## src/rtl/pe_rx_cpu.sv

```systemverilog
// CPU-side receive agent: polls the NIC input-channel status through the shared
// register port and drains each delivered packet, keeping receive and misroute statistics.
module pe_rx_cpu #(
   parameter int PACKET_WIDTH = 64,
   parameter int POLL_GAP     = 4,
   parameter int CNT_WIDTH    = 16
) (
   input  logic                    clk,
   input  logic                    reset,
   input  logic                    enable,
   input  logic [3:0]              node_position,
   output logic [1:0]              addr,
   output logic                    nicEn,
   output logic                    nicEnWR,
   input  logic [PACKET_WIDTH-1:0] d_out,
   output logic                    pkt_valid,
   output logic [PACKET_WIDTH-1:0] last_pkt,
   output logic [CNT_WIDTH-1:0]    rx_count,
   output logic [CNT_WIDTH-1:0]    misroute_count
);

   typedef enum logic [1:0] {
      S_IDLE = 2'b00,
      S_WAIT = 2'b01,
      S_POLL = 2'b10,
      S_READ = 2'b11
   } state_t;

   localparam logic [7:0]           GAP_LOAD = 8'(POLL_GAP);
   localparam logic [1:0]           ADDR_IN_BUF = 2'b00;
   localparam logic [1:0]           ADDR_IN_STAT = 2'b01;
   localparam logic [CNT_WIDTH-1:0] CNT_ONE = {{(CNT_WIDTH-1){1'b0}}, 1'b1};

   state_t                   state_q, state_d;
   logic [7:0]               gap_cnt_q, gap_cnt_d;
   logic                     pkt_valid_q, pkt_valid_d;
   logic [PACKET_WIDTH-1:0]  last_pkt_q, last_pkt_d;
   logic [CNT_WIDTH-1:0]     rx_count_q, rx_count_d;
   logic [CNT_WIDTH-1:0]     misroute_count_q, misroute_count_d;
   logic [1:0]               addr_s;
   logic                     nic_en_s;
   logic                     misrouted_s;

   function automatic logic [CNT_WIDTH-1:0] sat_inc(input logic [CNT_WIDTH-1:0] value);
      logic [CNT_WIDTH-1:0] result;
      if (value == {CNT_WIDTH{1'b1}}) begin
         result = value;
      end else begin
         result = value + CNT_ONE;
      end
      return result;
   endfunction

   // Next-state logic; POLL and READ always run to completion regardless of enable.
   always_comb begin
      state_d   = state_q;
      gap_cnt_d = gap_cnt_q;
      case (state_q)
         S_IDLE: begin
            if (enable) begin
               state_d   = S_WAIT;
               gap_cnt_d = GAP_LOAD;
            end else begin
               state_d   = S_IDLE;
            end
         end
         S_WAIT: begin
            if (gap_cnt_q == 8'd0) begin
               if (enable) begin
                  state_d = S_POLL;
               end else begin
                  state_d = S_IDLE;
               end
            end else begin
               gap_cnt_d = gap_cnt_q - 8'd1;
            end
         end
         S_POLL: begin
            if (d_out[0]) begin
               state_d   = S_READ;
            end else begin
               state_d   = S_WAIT;
               gap_cnt_d = GAP_LOAD;
            end
         end
         S_READ: begin
            state_d   = S_WAIT;
            gap_cnt_d = GAP_LOAD;
         end
         default: begin
            state_d   = S_IDLE;
            gap_cnt_d = 8'd0;
         end
      endcase
   end

   // Capture path: the buffer word present during READ becomes last_pkt at the closing edge.
   always_comb begin
      misrouted_s      = (d_out[51:48] != node_position);
      pkt_valid_d      = 1'b0;
      last_pkt_d       = last_pkt_q;
      rx_count_d       = rx_count_q;
      misroute_count_d = misroute_count_q;
      if (state_q == S_READ) begin
         pkt_valid_d = 1'b1;
         last_pkt_d  = d_out;
         rx_count_d  = sat_inc(rx_count_q);
         if (misrouted_s) begin
            misroute_count_d = sat_inc(misroute_count_q);
         end else begin
            misroute_count_d = misroute_count_q;
         end
      end else begin
         pkt_valid_d = 1'b0;
      end
   end

   // NIC port decode from the registered state only, so addr/nicEn cannot glitch.
   always_comb begin
      addr_s   = ADDR_IN_BUF;
      nic_en_s = 1'b0;
      case (state_q)
         S_POLL: begin
            addr_s   = ADDR_IN_STAT;
            nic_en_s = 1'b1;
         end
         S_READ: begin
            addr_s   = ADDR_IN_BUF;
            nic_en_s = 1'b1;
         end
         default: begin
            addr_s   = ADDR_IN_BUF;
            nic_en_s = 1'b0;
         end
      endcase
   end

   // State and statistics registers with synchronous reset.
   always_ff @(posedge clk) begin
      if (reset) begin
         state_q          <= S_IDLE;
         gap_cnt_q        <= 8'd0;
         pkt_valid_q      <= 1'b0;
         last_pkt_q       <= {PACKET_WIDTH{1'b0}};
         rx_count_q       <= {CNT_WIDTH{1'b0}};
         misroute_count_q <= {CNT_WIDTH{1'b0}};
      end else begin
         state_q          <= state_d;
         gap_cnt_q        <= gap_cnt_d;
         pkt_valid_q      <= pkt_valid_d;
         last_pkt_q       <= last_pkt_d;
         rx_count_q       <= rx_count_d;
         misroute_count_q <= misroute_count_d;
      end
   end

   assign addr           = addr_s;
   assign nicEn          = nic_en_s;
   assign nicEnWR        = 1'b0;
   assign pkt_valid      = pkt_valid_q;
   assign last_pkt       = last_pkt_q;
   assign rx_count       = rx_count_q;
   assign misroute_count = misroute_count_q;

endmodule
```

## config.mk

```make
export PLATFORM = sky130hd
export DESIGN_NAME = pe_rx_cpu
export DESIGN_NICKNAME = d
export VERILOG_FILES = /design/src/rtl/pe_rx_cpu.sv
export SDC_FILE = /design/constraint.sdc
export NUM_CORES = 1
export LEC_CHECK = 0
export CORE_ASPECT_RATIO = 1.2
export CORE_UTILIZATION = 35
export CTS_CLUSTER_SIZE = 40
export DETAILED_ROUTE_END_ITERATION = 8
export GPL_ROUTABILITY_DRIVEN = 0
export GPL_TIMING_DRIVEN = 0
export PLACE_DENSITY = 0.67
export SETUP_SLACK_MARGIN = 0.15
export SLEW_MARGIN = 10
export SYNTH_ARGS = -nofsm -noshare
export SYNTH_HDL_FRONTEND = slang
export SYNTH_SLANG_ARGS = --single-unit
```

## constraint.sdc

```tcl
create_clock -name clk -period 4.5 [get_ports clk]
set_clock_uncertainty 0.15 [all_clocks]
set_input_delay 0.9 -clock clk [delete_from_list [all_inputs] [get_ports clk]]
set_output_delay 0.9 -clock clk [all_outputs]
set_load 0.05 [all_outputs]
```

==> results.yml, run 1 <==
critical_path:
  path_max_fanout: 10
  critPathLaunchType: "flip-flop"
  worstPathArrival_ns: 1.77
  end_kind: "output port"
  cp_data_required_time_ns: 3.45
  critPathKind: "reg -> out"
  reg2reg_depth: 8
yosys:
  yosysUniqueCellTypes: 45
  synthFlopType: "dfxtp_1"
  synth_most_common_cell: "nand2_1"
  ys_seq_elements: 107
  async_flop_share_pct: 0
  synth_top_cells_by_count: "nand2_1, dfxtp_1, a21oi_1, nor2_1, clkbuf_1"
  syn_avg_cell_area_um2: 8.15
  syn_inst: 537
  synth-edff-count: 0
  synth.top_cell.area_share_pct: 49.0
  ys_warn_count: 0
  synth.area.top_cells: "dfxtp_1, nand2_1, a21oi_1"
  yosys.area.top_type: "dfxtp_1"
  ys_seq_area_share_pct: 49.0
  synth_area_um2: 4380
clock_network:
  clkLatencyLatePin_ns: 0.34
  path_clk_slew_ns: 0.07
  cts_inserted_buffers: 9
  htree_levels: 3
  cts_buffer_depth: 2
  cts.hold.buffers_added: 0
  cts_sinks: 107
  cts_setup_buffers: 0
  clock-root-buffer: "clkbuf_16"
  cts_resized: 0
  cts_tree: "done"
floorplan:
  initial_utilization_pct: 36.0
  die-area_um2: 13000
  die_y_um: 124
  io_pins: 172
  row_count: 44
  die_w_um: 104
  coreArea_um2: 12200
timing:
  tightest_slew_ns: 0.663
  finalSetupTns_ns: 0
  grt_setup_unrepaired: "no"
  hold_ws_ns: 0.305
  fmax_ghz: 0.355
  slew_viol_final: 0
  finalHoldViolCount: 0
  relSlewSlack_pct: 55.8
  setup_violations: 0
  period_needed_ns: 2.82
  fin_crit_sh_pct: 62.7
detailed_routing:
  dr.first_iter.drc_count: 115
  met2_wirelength_mm: 6.17
  drc: 0
  drt-pass1-iter-count: 5
  post_drt_wl_per_cell_um: 14.1
  drt_wl_total_mm: 12.5
  maxUsedRoutingLayer: "met4"
  detail-route-antenna-nets: 0
  vias: 4294
  wl_met3_um: 623
  viasPerCell: 4.86
  wl_met1_mm: 5.45
place:
  hpwl_mm: 9.49
  dpl_cell_area_um2: 6260
  port_buffers: 168
layout:
  fin_area_um2: 6550
  antenna_cells: 0
  layout-drive-gt1-share_pct: 4.85
  area_delta_synth_final_pct: 49.6
  layout.core_utilization_pct: 53.8
  n_fill_cell: 1176
  final_nets: 792
pwr:
  p_per_area_nw_per_um2: 321
  ir_drop_mv: 0.177
  finalPower_uw: 2100
  leakagePower_uw: 0.00218
worst_hold_path:
  hold_path.class: "reg -> reg"
  holdPathStages: 2
global_routing:
  grt_pass1_wl_mm: 20.0
  grt_pass1_vias: 4029
  antenna_found_initial: 0
  overflow: 0
  grt_max_degree: 20
  grt.total_usage_pct: 19.2
run_status:
  status: "complete, no violations"
flow_run:
  maxCapViolations: 0
[logic make-up after synthesis]
kind of cell,synth area share [%]
compound gates,10.9
flops,49.0
other cells,0.0857
mux,0.229
xor+xnor,6.21
simple gates,28.6
buf+inv,3.83
fa+ha+maj,1.14
[registers in the layout (all words and copies together), names as in the netlist]
signal,count
gap_cnt_q,8
last_pkt,64
misroute_count,16
pkt_valid,1
rx_count,16
state_q,2
[per-layer routing]
metal	track usage, %	vias to the layer above
met1	23.3	1975
met4	7.06	0
li1	-	2158
met2	33.8	144
met3	3.14	17
met5	0	-
[worst max-delay path, stage by stage, from the launching register on]
cell and delay [ns]:
dfxtp_1 0.32, buf_2 0.20, clkbuf_1 0.12, clkdlybuf4s50_1 0.79
[cell usage in the layout, fill, tap and decap left out, types with 3 or more instances in the layout]
cell,count
nor4_1,5
xnor2_1,17
buf_4,5
inv_6,3
dfxtp_1,107
nor4_2,3
clkbuf_1,20
nand3_1,11
nor3_1,13
clkbuf_16,9
a21oi_1,72
inv_1,7
or3_1,3
buf_1,5
nor2b_1,3
clkinv_4,3
ha_1,4
nor3b_1,4
or4_1,3
xor2_1,14
nor2_1,45
o21ai_1,4
clkdlybuf4s50_1,168
and3_1,4
nand2_1,145
nand4_1,11
[power breakdown]
group	internal [uW]	leakage (uW)	total (uW)	switching [uW]
Combinational	153	0.00118	341	188
Sequential	980	0.000863	1010	31.7
Clock	384	0.000141	747	363
[layout make-up]
type | count | area, um2 | area share, %
inverter | 7 | 26.3 | 0.401
clock inverter | 7 | 57.6 | 0.879
multi-input combinational | 392 | 2070 | 31.6
sequential | 107 | 2140 | 32.7
buffer | 32 | 141 | 2.16
tap | 161 | 201 | 3.08
timing repair buffer | 168 | 1680 | 25.7
clock buffer | 9 | 225 | 3.44
[worst paths after layout]
path | slack, ns | to | start
max | 1.68 | nicEn | state_q[1]
min | 0.30 | last_pkt[28] | last_pkt[28]
max reg2reg | 2.35 | gap_cnt_q[4] | gap_cnt_q[0]
min reg2reg | 0.30 | last_pkt[28] | last_pkt[28]
[per-stage QoR]
| step | worst slack [ns] | cells |
|---|---|---|
| 6_report | 1.68 | 883 |
| 5_1_grt | 1.59 | 883 |
| 4_1_cts | 1.66 | 883 |
| 3_5_place_dp | 1.38 | 867 |
| 3_3_place_gp | 1.39 | 867 |
| 2_1_floorplan | 2.18 | 538 |
(Power assumes the default switching activity.)
==> run 2, diff against run 1 <==
- PLACE_DENSITY: 0.67 -> 0.69
- clock period: 4.5 -> 2.4 ns (I/O delays scaled with it)
==> results.yml, run 2 (same netlist as run 1, synthesis figures left out) <==
timing:
  finalHoldViolCount: 0
  relSlewSlack_pct: 59.4
  fin_crit_sh_pct: 91.4
  grt_setup_unrepaired: "no"
  slew_viol_final: 0
  tightest_slew_ns: 0.610
  hold_ws_ns: 0.306
  period_needed_ns: 2.19
  fmax_ghz: 0.456
  setup_violations: 0
  setup_slack_ns: 0.205
  finalSetupTns_ns: 0
clock_network:
  cts_inserted_buffers: 9
  clock-root-buffer: "clkbuf_16"
  cts_tree: "done"
  path_clk_slew_ns: 0.07
  clkLatencyLatePin_ns: 0.35
  cts_sinks: 107
  cts_buffer_depth: 2
  cts.hold.buffers_added: 0
  htree_levels: 3
critical_path:
  reg2reg_depth: 8
  critPathKind: "reg -> out"
  critPathLaunchType: "flip-flop"
  cp_num_buf_inv: 1
  crit_chain: "clkdlybuf4s50_1"
  crit_slowest_cell: "clkdlybuf4s50_1"
  worstPathArrival_ns: 1.56
  cp_data_required_time_ns: 1.77
  path_max_fanout: 4
  end_kind: "output port"
  critical_path_cell_count: 1
  cp_top_family: "buffers and inverters"
  max_stage_delay_ns: 0.83
layout:
  final_nets: 795
  largest_register_ffs: 64
  antenna_cells: 0
  area_delta_synth_final_pct: 51.8
  mostFrequentLayoutCells: "nand2_1, clkdlybuf4s50_1, dfxtp_1, a21oi_1, nor2_1"
  layout-drive-gt1-share_pct: 5.66
  finalNonFillerCells: 886
  final_common_cell: "nand2_1"
detailed_routing:
  dr.first_iter.drc_count: 127
  drc: 0
  drt-pass1-iter-count: 4
  drt_wl_total_mm: 12.7
  post_drt_wl_per_cell_um: 14.3
  viasPerCell: 4.84
  detail-route-antenna-nets: 0
  vias: 4286
floorplan:
  initial_utilization_pct: 36.0
  row_count: 44
  die-area_um2: 13000
  io_pins: 172
  coreArea_um2: 12200
  die_w_um: 104
  die_y_um: 124
place:
  hpwl_mm: 9.59
  dpl_worst_slack_ns: -0.342
  place_inst: 867
  port_buffers: 168
worst_hold_path:
  hold_path.class: "reg -> reg"
  holdPathStages: 2
global_routing:
  overflow: 0
  grt_pass1_wl_mm: 20.5
  grt.total_usage_pct: 19.7
  grt_pass1_vias: 4211
  antenna_found_initial: 0
  grt_max_degree: 18
pwr:
  finalPower_uw: 4140
  p_per_area_nw_per_um2: 623
  ir_drop_mv: 0.314
  leakagePower_uw: 0.00248
flow_run:
  maxCapViolations: 0
run_status:
  status: "complete, no violations"
==> run 2: changes by cell type in the layout (fill, tap and decap cells not counted), sizes merged, moves of 3 or more <==
cell           before  now
clkdlybuf4s50     168  142
dlygate4sd2         0   16
clkinv              4    1
buf                12   15
dlymetal6s2s        0   10
==> run 2: tightest hold or removal path: cells and delay by family (launching register included) <==
kind            cells  cell delay [ns]
flops               1             0.31
simple gates        1             0.05
compound gates      1             0.05
==> run 2: final cells by class <==
| class | instances | area [um2] |
|---|---|---|
| Sequential cell | 107 | 2140 |
| Fill cell | 1150 | 5520 |
| Inverter | 7 | 26.3 |
| Timing Repair Buffer | 171 | 1710 |
| Clock inverter | 5 | 85.1 |
| Multi-Input combinational cell | 392 | 2100 |
| Tap cell | 161 | 201 |
| Clock buffer | 11 | 243 |
| Buffer | 32 | 141 |
==> run 2: metal layers <==
layer / vias to the layer above / wire length (um) / global-route usage, %
met2: 133 / 6300 / 34.8
met3: 18 / 646 / 3.72
li1: 2159 / - / -
met5: - / 0 / 0
met1: 1976 / 5440 / 23.1
met4: 0 / 276 / 8.32
==> run 2: repair_timing <==
item                                    CTS  global route
endpoints found under the setup margin   26            15
buffers inserted                          3             0
resized for setup                        16            14
gates cloned                              0             0
pin swaps                                 1             1
==> run 2: report_power, final <==
part,total (uW),switching [uW],internal (uW)
Sequential,1900,57.4,1840
Combinational,633,348,286
Clock,1610,663,949
==> run 2: worst paths after layout <==
| kind | slack [ns] | to | startpoint |
|---|---|---|---|
| setup / recovery | 0.21 | misroute_count[9] | misroute_count[9] |
| hold / removal | 0.31 | last_pkt[39] | last_pkt[39] |
| setup reg to reg | 0.33 | gap_cnt_q[4] | gap_cnt_q[0] |
| hold reg to reg | 0.31 | last_pkt[39] | last_pkt[39] |
==> run 2: metrics by stage <==
stage,utilization [%],instance area (um2)
global placement,51.5,6260
CTS,54.2,6590
floorplan,-,4380
global route,54.6,6640
detailed placement,51.5,6260
finish,54.6,6640
==> run 3, diff against run 2 <==
- ABC_CLOCK_PERIOD_IN_PS: default -> 2200
- CORE_UTILIZATION: 35 -> 44
- PLACE_DENSITY: 0.69 -> 0.81
- clock period: 2.4 -> 2.2 ns (I/O delays scaled with it)
==> results.yml, run 3 (same netlist as run 1, synthesis figures left out) <==
place:
  port_buffers: 168
  hpwl_mm: 9.16
  place_inst: 829
critical_path:
  reg2reg_depth: 7
  path_max_fanout: 6
  r2r-end: "misroute_count[12]"
  cp_data_required_time_ns: 2.26
  ff2ff_setup_slack_ns: 0.16
  end_kind: "flip-flop"
  cp_num_buf_inv: 1
  rr_startpoint: "misroute_count[0]"
  critical_path_cell_count: 7
  critPathLaunchType: "flip-flop"
  critPathKind: "reg -> reg"
  crit_chain: "ha_2 -> nand4_1 -> nor4_4 -> buf_4 -> and4bb_1 -> xnor2_1 -> nor2_1"
  crit_slowest_cell: "nor4_4"
  cp_top_family: "simple AND/OR/NAND/NOR gates"
  max_stage_delay_ns: 0.40
  worstPathArrival_ns: 2.11
detailed_routing:
  drt_wl_total_mm: 12.5
  viasPerCell: 5.06
  post_drt_wl_per_cell_um: 14.6
  dr.first_iter.drc_count: 139
  drc: 0
  detail-route-antenna-nets: 0
  vias: 4318
  drt-pass1-iter-count: 4
pwr:
  leakagePower_uw: 0.00278
  ir_drop_mv: 0.434
  finalPower_uw: 4370
  p_per_area_nw_per_um2: 663
global_routing:
  globalRouteMet1Util_pct: 28.7
  grt_max_degree: 17
  antenna_found_initial: 1
  grt_pass1_vias: 4135
  overflow: 0
  gr-usage-met2_pct: 42.1
  grt.total_usage_pct: 24.0
  met3_usage_pct: 3.70
  grt_pass1_wl_mm: 19.7
  grt.busiest_layer: "met2"
layout:
  final_common_cell: "nand2_1"
  mostFrequentLayoutCells: "nand2_1, dlygate4sd2_1, dfxtp_1, a21oi_1, clkdlybuf4s50_1"
  finalNonFillerCells: 854
  antenna_cells: 0
  largest_register_ffs: 64
  layout-drive-gt1-share_pct: 10.8
  area_delta_synth_final_pct: 50.8
  final_nets: 801
clock_network:
  clock-root-buffer: "clkbuf_16"
  path_clk_slew_ns: 0.07
  clkLatencyLatePin_ns: 0.34
  htree_levels: 3
  cts_tree: "done"
  cts_sinks: 107
  cts_inserted_buffers: 9
  cts_buffer_depth: 2
floorplan:
  die_y_um: 111
  initial_utilization_pct: 45.5
  io_pins: 172
  row_count: 39
  coreArea_um2: 9610
  die-area_um2: 10300
  die_w_um: 93.0
timing:
  slew_viol_final: 0
  tightest_slew_ns: 0.548
  period_needed_ns: 2.04
  grt_setup_unrepaired: "yes"
  setup_violations: 0
  relSlewSlack_pct: 63.5
  fmax_ghz: 0.489
  finalHoldViolCount: 0
  fin_crit_sh_pct: 92.9
  finalSetupTns_ns: 0
worst_hold_path:
  holdPathStages: 3
  whs_endpoint: "last_pkt[51]"
  min_from: "d_out[51]"
  hold_path.class: "in -> reg"
run_status:
  status: "complete, no violations"
flow_run:
  maxCapViolations: 0
[run 3: worst register-to-register path, stage by stage, from the launching register on]
cell      delay (ns)
dfxtp_4         0.39
ha_2            0.20
nand4_1         0.17
nor4_4          0.40
buf_4           0.20
and4bb_1        0.23
xnor2_1         0.13
nor2_1          0.05
[run 3: layout make-up]
cell class              count  area, um2
fillers                   790       3020
flip-flops and latches    107       2170
multi-input cells         392       2160
repair buffers            177       1630
clock buffers              12        246
plain buffers              32        158
well taps                 123        154
clock inverters             4       50.0
inverters                   7       26.3
[run 3: how the worst max path moves through the flow]
stage	startpoint	to	slack [ns]
after global routing	misroute_count[0]	misroute_count[12]	0.11
after floorplan	rx_count[11]	rx_count[1]	0.13
after CTS	state_q[1]	nicEn	0.12
after detailed placement	d_out[48]	misroute_count[7]	-0.43
after global placement	d_out[49]	misroute_count[4]	-0.40
final	misroute_count[0]	misroute_count[12]	0.16
[run 3: metal layers]
metal | wire, um | vias to the layer above
met2 | 6300 | 142
met3 | 696 | 22
met1 | 5230 | 1986
met4 | 268 | 2
met5 | 13 | -
li1 | - | 2166
[run 3: report_power, final]
part,leakage [uW],total [uW],switching [uW],internal (uW)
registers,0.000872,2070,65.4,2010
clock network,0.000139,1580,673,912
logic,0.00177,716,395,321
[run 3: through the flow]
step	util (%)	hold slack (ns)	setup slack [ns]	instance area (um2)
2_1_floorplan	-	0.313	0.128	4400
6_report	68.6	0.275	0.157	6600
5_1_grt	68.6	0.279	0.106	6600
3_3_place_gp	64.9	0.292	-0.404	6230
4_1_cts	67.3	0.303	0.116	6470
3_5_place_dp	64.9	0.296	-0.434	6230
[run 3: what timing repair did]
action,in CTS,in global routing
pin swaps,3,5
cloned,0,0
hold buffers,0,0
endpoints found under the setup margin,114,54
gates resized for setup,104,33
buffers inserted,3,6
hold endpoints to repair,0,0
